--- src/rtl/sub_div_sequencer_if.sv ---
// sub_div_sequencer_if: divide request/response and external subtractor bus
interface sub_div_sequencer_if #(parameter int WIDTH = 64);
  logic             start;
  logic             is_signed;
  logic [WIDTH-1:0] dividend;
  logic [WIDTH-1:0] divisor;
  logic             busy;
  logic             done;
  logic [WIDTH-1:0] quotient;
  logic [WIDTH-1:0] remainder;
  logic             div_by_zero;
  logic [WIDTH-1:0] sub_a;
  logic [WIDTH-1:0] sub_b;
  logic [WIDTH-1:0] sub_diff;
  logic             sub_borrow;
  modport master (
    output start, is_signed, dividend, divisor, sub_diff, sub_borrow,
    input  busy, done, quotient, remainder, div_by_zero, sub_a, sub_b
  );
  modport slave (
    input  start, is_signed, dividend, divisor, sub_diff, sub_borrow,
    output busy, done, quotient, remainder, div_by_zero, sub_a, sub_b
  );
endinterface

--- src/rtl/sub_div_sequencer.sv ---
// sub_div_sequencer: restoring RV64M divider sequencing one external subtractor
module sub_div_sequencer #(
  parameter int WIDTH = 64
) (
  input logic clk,
  input logic rst,
  sub_div_sequencer_if.slave io
);
  localparam int CW = $clog2(WIDTH);
  typedef enum logic [2:0] {IDLE, NEG_A, NEG_B, ITER, NEG_Q, NEG_R, DONE} state_t;
  state_t state, next;
  logic [WIDTH-1:0] a, b, r, q, shifted;
  logic [CW-1:0] cnt;
  logic neg_a, neg_b, dbz, take;
  assign shifted = {r[WIDTH-2:0], a[WIDTH-1]};
  // r[MSB] is the 65th bit of the partial remainder: when set it always exceeds |B|
  assign take = r[WIDTH-1] | ~io.sub_borrow;
  always_ff @(posedge clk)
    if (rst) state <= IDLE;
    else state <= next;
  always_comb begin
    next = state;
    case (state)
      IDLE:    next = io.start ? NEG_A : IDLE;
      NEG_A:   next = NEG_B;
      NEG_B:   next = ITER;
      ITER:    next = cnt == '0 ? NEG_Q : ITER;
      NEG_Q:   next = NEG_R;
      NEG_R:   next = DONE;
      default: next = IDLE;
    endcase
  end
  always_comb begin
    io.sub_a = state == ITER ? shifted : '0;
    io.sub_b = state == NEG_A ? a :
               (state == NEG_B || state == ITER) ? b :
               state == NEG_Q ? q :
               state == NEG_R ? r : '0;
    io.busy  = state != IDLE && state != DONE;
    io.done  = state == DONE;
  end
  always_ff @(posedge clk) begin
    if (rst) begin
      a <= '0;
      b <= '0;
      r <= '0;
      q <= '0;
      cnt <= '0;
      neg_a <= 1'b0;
      neg_b <= 1'b0;
      dbz <= 1'b0;
      io.quotient <= '0;
      io.remainder <= '0;
      io.div_by_zero <= 1'b0;
    end else begin
      case (state)
        IDLE: if (io.start) begin
          a <= io.dividend;
          b <= io.divisor;
          neg_a <= io.is_signed & io.dividend[WIDTH-1];
          neg_b <= io.is_signed & io.divisor[WIDTH-1];
        end
        NEG_A: if (neg_a) a <= io.sub_diff;
        NEG_B: begin
          if (neg_b) b <= io.sub_diff;
          dbz <= b == '0;
          r <= '0;
          q <= '0;
          cnt <= CW'(WIDTH - 1);
        end
        ITER: begin
          a <= a << 1;
          r <= take ? io.sub_diff : shifted;
          q <= {q[WIDTH-2:0], take};
          cnt <= cnt - 1'b1;
        end
        NEG_Q: if ((neg_a ^ neg_b) & ~dbz) q <= io.sub_diff;
        NEG_R: begin
          if (neg_a) r <= io.sub_diff;
          io.quotient <= q;
          io.remainder <= neg_a ? io.sub_diff : r;
          io.div_by_zero <= dbz;
        end
        default: ;
      endcase
    end
  end
endmodule

--- src/flat_wrapper.sv ---
// flat-port wrapper written by rule: the top's interface ports become plain ports
module sub_div_sequencer_flat 
#(
  parameter int WIDTH = 64
)
  (clk, rst, io_start, io_is_signed, io_dividend, io_divisor, io_sub_diff, io_sub_borrow, io_busy, io_done, io_quotient, io_remainder, io_div_by_zero, io_sub_a, io_sub_b);
  sub_div_sequencer_if #(.WIDTH(WIDTH)) io_i ();
  input logic clk;
  input logic rst;
  input wire logic [$bits(io_i.start)-1:0] io_start;
  input wire logic [$bits(io_i.is_signed)-1:0] io_is_signed;
  input wire logic [$bits(io_i.dividend)-1:0] io_dividend;
  input wire logic [$bits(io_i.divisor)-1:0] io_divisor;
  input wire logic [$bits(io_i.sub_diff)-1:0] io_sub_diff;
  input wire logic [$bits(io_i.sub_borrow)-1:0] io_sub_borrow;
  output wire logic [$bits(io_i.busy)-1:0] io_busy;
  output wire logic [$bits(io_i.done)-1:0] io_done;
  output wire logic [$bits(io_i.quotient)-1:0] io_quotient;
  output wire logic [$bits(io_i.remainder)-1:0] io_remainder;
  output wire logic [$bits(io_i.div_by_zero)-1:0] io_div_by_zero;
  output wire logic [$bits(io_i.sub_a)-1:0] io_sub_a;
  output wire logic [$bits(io_i.sub_b)-1:0] io_sub_b;
  assign io_i.start = io_start;
  assign io_i.is_signed = io_is_signed;
  assign io_i.dividend = io_dividend;
  assign io_i.divisor = io_divisor;
  assign io_i.sub_diff = io_sub_diff;
  assign io_i.sub_borrow = io_sub_borrow;
  assign io_busy = io_i.busy;
  assign io_done = io_i.done;
  assign io_quotient = io_i.quotient;
  assign io_remainder = io_i.remainder;
  assign io_div_by_zero = io_i.div_by_zero;
  assign io_sub_a = io_i.sub_a;
  assign io_sub_b = io_i.sub_b;
  sub_div_sequencer #(.WIDTH(WIDTH)) u_core (.clk(clk), .rst(rst), .io(io_i));
endmodule
--- config.mk ---
export PLATFORM = sky130hd
export DESIGN_NAME = sub_div_sequencer_flat
export DESIGN_NICKNAME = d
export VERILOG_FILES = /design/src/rtl/sub_div_sequencer_if.sv /design/src/rtl/sub_div_sequencer.sv /design/src/flat_wrapper.sv
export SDC_FILE = /design/constraint.sdc
export NUM_CORES = 1
export LEC_CHECK = 0
export CAP_MARGIN = 5
export CORE_ASPECT_RATIO = 0.7
export CORE_MARGIN = 1
export CORE_UTILIZATION = 45
export DETAILED_ROUTE_END_ITERATION = 7
export PLACE_DENSITY = 0.77
export RECOVER_POWER = 50
export SYNTH_ARGS = -nofsm -noshare
export SYNTH_HDL_FRONTEND = slang
export SYNTH_SLANG_ARGS = --single-unit
--- constraint.sdc ---
create_clock -name clk -period 2.9 [get_ports clk]
set_input_delay 0.725 -clock clk [delete_from_list [all_inputs] [get_ports clk]]
set_output_delay 0.725 -clock clk [all_outputs]
set_load 0.01 [all_outputs]
==> impl_metrics.env <==
export IMPL_outcome="complete, but fails checks"
export IMPL_violations="setup timing"
export IMPL_crit_fanout=11
export IMPL_clock_latency_ns=0.55
export IMPL_worstPathBufferInverterCount=5
export IMPL_power_density_nw_per_um2=543
export IMPL_wl_per_cell_um=24.3
export IMPL_arrival_ns=2.20
export IMPL_path_delay_family="buffers and inverters"
export IMPL_die_y_um=179
export IMPL_grt_max_degree=117
export IMPL_finalMaxSlewViolations=0
export IMPL_cts_buffer_depth=3
export IMPL_start_util=0.459
export IMPL_first_pass_iters=7
export IMPL_synth_cell_types=51
export IMPL_cp_required_ns=2.17
export IMPL_wirelength_um=84500
export IMPL_fp_dieArea_um2=45600
export IMPL_clock_skew_ns=0.0156
export IMPL_path_cells="buf_4 > nor2b_4 > buf_12 > buf_12 > buf_16 > nand2_1 > o21ai_1 > o21a_1 > clkdlybuf4s15_2"
export IMPL_antenna_found_initial=9
export IMPL_busiest_layer="met2"
export IMPL_slew_headroom=0.295
export IMPL_cap_violations=0
export IMPL_syn_to_final_growth_pct=34.9
export IMPL_cts_root_buf="clkbuf_16"
export IMPL_die_w_um=255
export IMPL_endpoint_kind="primary output"
export IMPL_fillers=3748
export IMPL_r2r_start="u_core.state[0]"
export IMPL_synth_seq_area_share=0.395
export IMPL_min_path_type="flip-flop to flip-flop"
export IMPL_synthFlopType="dfxtp_1"
export IMPL_drcViolationCount=0
export IMPL_tightest_slew_ns=1.06
export IMPL_async_reset_ff_frac=0
export IMPL_ant_nets=0
export IMPL_p_leak_nw=9.78
export IMPL_cts_buffers=40
export IMPL_fin_crit_ns=2.92
export IMPL_setup_tns_final_ns=-0.0246
export IMPL_reg2reg_to="u_core.a[43]"
export IMPL_grt_pass1_vias=20600
export IMPL_path_common_cell="buf_12"
export IMPL_holdPathStages=2
export IMPL_yosys_top_cells_area="dfxtp_1 39%, nand2_1 9.6%, mux2i_1 6.3%"
export IMPL_synth_warnings=0
export IMPL_pre_cts_slack_ns=0.152
export IMPL_slowest_stage="dfxtp_4"
export IMPL_holdPathEnd="u_core.io.quotient[42]"
export IMPL_io_buffers=455
export IMPL_min_from="u_core.io.quotient[42]"
export IMPL_multi_input_area_um2=11200
export IMPL_placementRows=64
export IMPL_regArea_um2=7960
export IMPL_use_met3=0.0668
export IMPL_synth_nets=2713
export IMPL_avgSynthCellArea_um2=8.01
export IMPL_syn_instance_count=2515
export IMPL_synth_most_common_cell="nand2_1"
export IMPL_slowest_delay_ns=0.36
export IMPL_finalWeightedCongestion=0.899
export IMPL_rrSetupSlack_ns=0.23
export IMPL_place_detailed_hpwl_um=52900
export IMPL_cts_clk_slew_worst_paths_ns=0.07
export IMPL_holdWs_ns=0.456
export IMPL_finalSetupViolations=1
export IMPL_layout_nets=3046
export IMPL_worstSetupPathType="flip-flop to primary output"
export IMPL_synth_top_cells_by_count="513 x nand2_1, 397 x dfxtp_1, 199 x nor2_1"
export IMPL_ctsHoldBuffers=0
export IMPL_max_vdd_ir_drop_mv=0.332
export IMPL_met1_usage=0.477
export IMPL_cp_depth=9
export IMPL_grt_pass1_wl_um=123000
export IMPL_gr_total_overflow=0
export IMPL_layout_setup_ws_ns=-0.0246
export IMPL_grt_usage=0.347
export IMPL_finalHoldViolations=0
export IMPL_start_kind="flip-flop"
export IMPL_synth_edf_count=0
export IMPL_rr_worst_depth=8
export IMPL_coreArea_um2=43900
export IMPL_met2_usage=0.533
export IMPL_io_pin_count=456
export IMPL_synth_top_area_frac=0.395
export IMPL_finalCritPeriodShare=1.01
export IMPL_syn_area_um2=20100
export IMPL_power_w=0.0148
export IMPL_vias=22000
export IMPL_vias_per_cell=6.33
export IMPL_first_iter_violations=3171
export IMPL_h_tree_depth=2
export IMPL_rsz0062_at_grt="yes"
export IMPL_max_freq_mhz=342
export IMPL_drive_gt1_frac=0.0937
export IMPL_synth_largest_area_cell="dfxtp_1"
export IMPL_synth_seq_cells=397
export IMPL_clock_sinks=397
export IMPL_cts_tree="done"
[sequential cells by signal, summed over array words and instances (netlist names)]
name	count
u_core.a	64
u_core.b	64
u_core.cnt	6
u_core.dbz	1
u_core.io.div_by_zero	1
u_core.io.quotient	64
u_core.io.remainder	64
u_core.neg_a	1
u_core.neg_b	1
u_core.q	64
u_core.r	64
u_core.state	3
[metal layers]
metal	share of wire	vias to the layer above
met1	0.41	10500
met2	0.44	1508
met4	0.035	2
li1	-	9762
met3	0.12	244
met5	0.00015	-
[timing repair]
action / 4_1_cts / 5_1_grt
hold endpoints to repair: 0 / 0
resized for setup: 185 / 132
setup endpoints to repair: 129 / 92
cloned: 10 / 7
buffers inserted: 14 / 7
pin swaps: 21 / 20
[cell families after synthesis]
family,after synthesis,share of synthesized area
AND/OR/NAND/NOR,902,0.193
buffers and inverters,268,0.0589
XOR/XNOR,3,0.00130
flip-flops,397,0.395
adder cells (fa/ha/maj),1,0.000621
multiplexers,154,0.0782
AO/OA/AOI/OAI,790,0.274
[metrics by stage]
step / std cells / cell area [um^2] / utilization
6_report: 3477 / 27200 / 0.619
5_1_grt: 3472 / 27200 / 0.619
4_1_cts: 3452 / 26900 / 0.612
3_5_place_dp: 3363 / 25200 / 0.574
3_3_place_gp: 3363 / 25200 / 0.574
2_1_floorplan: 2515 / 20100 / -
[where the power goes]
part           total, W  switching (W)  internal [W]
Combinational   0.00337        0.00194       0.00143
Clock           0.00519        0.00225       0.00294
Sequential      0.00620       0.000394       0.00581
Total            0.0148        0.00459        0.0102
[layout by cell type, fill, tap and decap left out, drive strengths merged, types with 2 or more instances in the layout]
cell type,netlist,final
nand4,4,4
nand3,3,3
clkdlybuf4s50,0,324
a22oi,128,128
nand2,513,513
a211oi,131,131
inv,4,3
bufbuf,0,2
dfxtp,397,397
a311oi,65,65
a21oi,198,198
a21o,3,3
buf,129,92
diode,0,12
xnor2,2,2
clkinvlp,0,2
nor3b,2,2
o22a,3,3
clkinv,0,4
or3b,2,2
or3,2,2
nand3b,3,3
and2,3,3
and3,64,64
dlymetal6s2s,0,30
nor2b,7,7
o21a,64,64
o21ai,67,67
a32oi,61,61
o211ai,63,63
clkbuf,135,91
nor4,16,16
dlygate4sd2,0,39
nand2b,68,68
clkdlybuf4s15,0,36
mux2i,127,127
nor2,200,200
nor3,11,11
mux2,27,27
[final cells by class]
cell class	instances	share of cell area
Antenna cell	12	0.00110
Clock buffer	59	0.0443
Clock inverter	6	0.00212
Inverter	4	0.000691
Multi-Input combinational cell	1850	0.411
Sequential cell	397	0.293
Tap cell	594	0.0273
Timing Repair Buffer	555	0.220
[worst max-delay path by stage]
stage / startpoint / endpoint / slack, ns
global route: u_core.state[2] / io_sub_b[16] / -0.09
detailed placement: u_core.state[0] / io_sub_b[56] / 0.15
floorplan: u_core.state[0] / io_sub_b[34] / 0.64
finish: u_core.state[2] / io_sub_b[16] / -0.02
global placement: u_core.state[0] / io_sub_b[56] / 0.17
CTS: u_core.state[2] / io_sub_b[28] / -0.23
[worst reg2reg max path: stages (launching register included)]
cell      delay, ns
dfxtp_4        0.43
buf_8          0.12
nor2b_4        0.20
buf_4          0.13
buf_4          0.64
buf_4          0.60
nand2_1        0.18
o211ai_1       0.12
a21oi_1        0.10
(Power assumes the default switching activity.)
